==> src/rtl/dmem_arbiter.sv <==
// Round-robin two-port arbiter for the single-ported data memory.
// Serializes port 0 (LSU) and port 1 (loader) accesses through IDLE -> ACCESS -> RESP.
module dmem_arbiter #(
    parameter int AW = 10,
    parameter int DW = 16
) (
    input  logic          clk,
    input  logic          reset,
    input  logic          req0,
    input  logic          req1,
    input  logic          we0,
    input  logic          we1,
    input  logic [AW-1:0] addr0,
    input  logic [AW-1:0] addr1,
    input  logic [DW-1:0] wdata0,
    input  logic [DW-1:0] wdata1,
    output logic          ack0,
    output logic          ack1,
    output logic [DW-1:0] rdata0,
    output logic [DW-1:0] rdata1,
    output logic [AW-1:0] mem_address,
    output logic [DW-1:0] mem_writedata,
    output logic          mem_memread,
    output logic          mem_memwrite,
    input  logic [DW-1:0] mem_readdata,
    output logic          busy
);

    typedef enum logic [1:0] {IDLE, ACCESS, RESP} state_e;

    typedef struct packed {
        logic          we;
        logic [AW-1:0] addr;
        logic [DW-1:0] wdata;
    } cmd_t;

    state_e        state_q, state_d;
    cmd_t          cmd_q, cmd_d;
    logic          gnt_q, gnt_d;
    logic          last_q, last_d;
    logic [DW-1:0] rdata0_q, rdata0_d;
    logic [DW-1:0] rdata1_q, rdata1_d;
    logic          elig0, elig1, win;

    always_comb begin
        state_d  = state_q;
        cmd_d    = cmd_q;
        gnt_d    = gnt_q;
        last_d   = last_q;
        rdata0_d = rdata0_q;
        rdata1_d = rdata1_q;

        ack0 = (state_q == RESP) && !gnt_q;
        ack1 = (state_q == RESP) &&  gnt_q;

        // The port being acked still holds req this cycle; don't regrant it.
        elig0 = req0 && !ack0;
        elig1 = req1 && !ack1;
        win   = (elig0 && elig1) ? ~last_q : elig1;

        case (state_q)
            IDLE, RESP: begin
                if (elig0 || elig1) begin
                    state_d = ACCESS;
                    gnt_d   = win;
                    last_d  = win;
                    cmd_d   = win ? '{we: we1, addr: addr1, wdata: wdata1}
                                  : '{we: we0, addr: addr0, wdata: wdata0};
                end else begin
                    state_d = IDLE;
                end
            end
            ACCESS: begin
                state_d = RESP;
                if (!cmd_q.we) begin
                    if (gnt_q) rdata1_d = mem_readdata;
                    else       rdata0_d = mem_readdata;
                end
            end
            default: state_d = IDLE;
        endcase
    end

    always_ff @(posedge clk) begin
        if (reset) begin
            state_q  <= IDLE;
            cmd_q    <= '0;
            gnt_q    <= 1'b0;
            last_q   <= 1'b1;
            rdata0_q <= '0;
            rdata1_q <= '0;
        end else begin
            state_q  <= state_d;
            cmd_q    <= cmd_d;
            gnt_q    <= gnt_d;
            last_q   <= last_d;
            rdata0_q <= rdata0_d;
            rdata1_q <= rdata1_d;
        end
    end

    // Reset gate keeps an in-flight write from committing during an abort.
    assign mem_address   = cmd_q.addr;
    assign mem_writedata = cmd_q.wdata;
    assign mem_memread   = (state_q == ACCESS) && !cmd_q.we;
    assign mem_memwrite  = (state_q == ACCESS) &&  cmd_q.we && !reset;
    assign busy          = (state_q == ACCESS) || (state_q == RESP);
    assign rdata0        = rdata0_q;
    assign rdata1        = rdata1_q;

endmodule
==> config.mk <==
export PLATFORM = sky130hd
export DESIGN_NAME = dmem_arbiter
export DESIGN_NICKNAME = d
export VERILOG_FILES = /design/src/rtl/dmem_arbiter.sv
export SDC_FILE = /design/constraint.sdc
export NUM_CORES = 1
export LEC_CHECK = 0
export ABC_AREA = 1
export BUFFER_PORTS_ARGS = -buffer_cell sky130_fd_sc_hd__buf_2
export CAP_MARGIN = 20
export CELL_PAD_IN_SITES_DETAIL_PLACEMENT = 0
export CELL_PAD_IN_SITES_GLOBAL_PLACEMENT = 1
export CORE_MARGIN = 2
export CORE_UTILIZATION = 29
export CTS_CLUSTER_SIZE = 12
export DETAILED_ROUTE_END_ITERATION = 8
export GPL_ROUTABILITY_DRIVEN = 0
export HOLD_SLACK_MARGIN = 0.1
export PLACE_DENSITY_LB_ADDON = 0.1
export RECOVER_POWER = 50
export SLEW_MARGIN = 30
export SYNTH_ARGS = -nofsm -noshare
export SYNTH_HDL_FRONTEND = slang
export SYNTH_SLANG_ARGS = --single-unit
==> constraint.sdc <==
create_clock -name clk -period 1.6 [get_ports clk]
set_input_delay 0 -clock clk [delete_from_list [all_inputs] [get_ports clk]]
set_output_delay 0 -clock clk [all_outputs]
set_load 0.05 [all_outputs]
==> results by group <==
Finish
  – Nets: 698
  – Layout cells sized above 1: 0.218
  – Commonest non-fill, non-tap cell in the layout: buf_2
  – Layout area overhead: 54.4%
  – Most frequent cells in the layout: buf_2 (79), nand2_1 (73), nand3_1 (71), dlygate4sd3_1 (71), dfxtp_1 (61)
  – ANT cells: 0
  – Non-Filler Instances: 761

Critical path
  – CP Data Arrival Time: 1.76 ns
  – Reg-to-reg slack, setup: 0.08 ns
  – Worst r2r src: state_q[0]
  – CP peak stage delay: around 0.35 ns
  – Worst EP required: 1.84 ns
  – Cells along the critical path: inv_2 > ha_4 > nand2_2 > nand2_4 > a21oi_4 > clkbuf_16 > nand3_1 > nand2_1 > inv_1
  – Slowest cell on crit path: dfxtp_2
  – Worst-path maximum fanout: 7
  – R2R depth: 9
  – Worst Path Buf+Inv: 3
  – CP delay by family, top: flip-flops
  – CP Capture Type: flip-flop
  – R2r endpoint: mem_writedata[1]
  – Startpoint Class: flip-flop
  – Kind of critical path: flip-flop to flip-flop

Yosys
  – Register area share after synthesis: 0.412
  – Synth unique cells: 21
  – Mean Syn Cell Area: about 7.1 µm²
  – #FFs+latches synth: 63
  – Cells after Synth: 434
  – Post-Syn Nets: 512
  – Synth Cell Area: slightly above 0.003 mm²
  – Ys Warns: 0

Timing
  – Crit share post-route: 0.949
  – Final TNS setup: 0 ns
  – Final Hold Fails: 0
  – Final min period: 1.52 ns
  – Clk_skew: 0.0149 ns
  – Setup Viol. Count Final: 0
  – F_max: around 660 MHz
  – Fin. max-slew vios: 0
  – Worst-Margin Slew: ~0.66 ns
  – Slew HR: 0.563
  – RSZ-0062 raised after global routing: true

Clocking
  – TritonCTS Sinks: 63
  – Worst-path clk slew: 0.07 ns
  – Worst-Skew Late Latency: ~0.35 ns
  – Clock buffer depth: 2
  – Post-CTS Setup Bufs: 0
  – CTS Buf Count: 9
  – Root Buffer: clkbuf_8
  – H-tree lvl count: 3
  – CTS tree: yes

Hold path
  – Hold wc startpoint: req0
  – Hold crit path type: input pin to flip-flop
  – Hold Crit Depth: 5
  – Worst hold endpoint: gnt_q

Floorplanning
  – Starting density of the core: 0.298
  – Die width: 107 µm
  – Row count: 37
  – Die ar.: approximately 0.011 mm²
  – Die height: 107 µm
  – Core Box Area: 0.0103 mm²
  – IO Pins: 137

GRT
  – Grt total ovfl: 0
  – Largest net degree at the start of global routing: 29
  – Vias in the first global route: 3,086
  – Total track usage: 0.164
  – Initial antenna violation count: 0
  – First-pass GRT wire length: 14,700 µm

Placement
  – Placed insts: 670
  – PortBufs: approximately 140
  – DP Wirelength: 6240 µm

Route
  – Post-route DRC: 0
  – Vias/cell: 4.26
  – Final WL: between 9000 and 10,000 µm
  – DR WL/cell: approximately 13 µm
  – Routed vias: roughly 3,200
  – Drt first-iter violations: 91
  – Post-DRT Antenna Nets: 0
  – DR pass1 iterations: 4

Pwr
  – Peak VDD IR: 0.000461 V
  – Cell area power density: 1090 mW/mm²
  – LEAKAGE: between 0.002 and 0.0025 µW
  – Total power draw: around 5000 µW

Outcome
  – Outcome: complete, no violations

Run
  – Max Cap Viol: 0
## power breakdown
part	internal [µW]	switching, µW	leakage (µW)
registers	1730	90.5	0.000518
clock network	927	675	0.000109
logic	570	1160	0.00160
total	3230	1920	0.00223
## tightest hold or removal path: stages
cell and delay, ns:
buf_2 0.13, nand2_4 0.09, nand2_2 0.06, nand4_1 0.10, a21oi_1 0.07
## layout make-up
cell class                      instances  area (µm²)
Fill cell                            1100        5550
Timing Repair Buffer                  226        1570
Sequential cell                        63        1260
Multi-Input combinational cell        256        1250
Inverter                               64         245
Tap cell                              136         170
Clock buffer                           10         138
Clock inverter                          6        92.6
## worst max-delay path by stage
stage	start	end	slack [ns]	depth (start not counted)
finish	state_q[0]	mem_writedata[1]	0.08	9
global route	state_q[1]	rdata0[4]	-0.03	8
CTS	state_q[1]	mem_memread	0.005	6
detailed placement	state_q[0]	mem_writedata[3]	0.02	10
global placement	state_q[0]	cmd_q[26]	0.07	9
floorplan	state_q[0]	gnt_q	0.10	9
## stage by stage
step                 util  worst slack, ns  area, µm²  hold slack, ns
finish              0.460           0.0811       4730           0.147
global route        0.460          -0.0269       4730           0.204
detailed placement  0.362           0.0207       3720           0.281
global placement    0.362           0.0720       3720           0.279
CTS                 0.453          0.00459       4660           0.139
floorplan               -            0.102       3070           0.164
## synth_stat cells
cell | instances | share of area
nand4_1 | 1 | 0.0020
nand2_2 | 4 | 0.0082
a21oi_4 | 1 | 0.0053
nand2_4 | 1 | 0.0037
inv_2 | 4 | 0.0049
a21oi_1 | 44 | 0.072
buf_2 | 8 | 0.013
nand3_1 | 71 | 0.12
buf_6 | 5 | 0.018
nor3_1 | 2 | 0.0033
nand2_1 | 76 | 0.093
o21ai_0 | 16 | 0.026
inv_1 | 60 | 0.074
buf_4 | 30 | 0.074
nor2_1 | 34 | 0.042
clkbuf_1 | 4 | 0.0049
dfxtp_1 | 63 | 0.41
buf_1 | 4 | 0.0049
nand3_2 | 1 | 0.0033
ha_1 | 4 | 0.016
nor2_4 | 1 | 0.0037
## metal layers
metal  GRT usage  vias to the layer above  wire, µm
li1            -                     1710         -
met1       0.195                     1424      4310
met2       0.284                       97      4670
met3      0.0298                       11       509
met4      0.0788                        0       166
met5           0                        -         0
## timing repair
action,CTS,global route
hold buffers,71,0
setup endpoints to repair,1,47
pin swaps,0,2
resized for setup,1,17
gates cloned,0,4
endpoints found under the hold margin,59,0
## registers in the layout, indices dropped and copies added (netlist names)
name	flops
mem_address	10
rdata1	16
mem_writedata	16
last_q	1
cmd_q	1
gnt_q	1
state_q	2
rdata0	16
## kinds of logic (layout without fill, tap and decap cells)
family / Yosys count / after routing / share of synthesized area
and+or+nand+nor: 191 / 191 / 0.275
adders and majority gates: 4 / 4 / 0.0163
AOI/OAI and AO/OA: 61 / 61 / 0.103
DFF: 63 / 63 / 0.412
buffers and inverters: 115 / 306 / 0.193
Power figures use the tool's default switching activity.
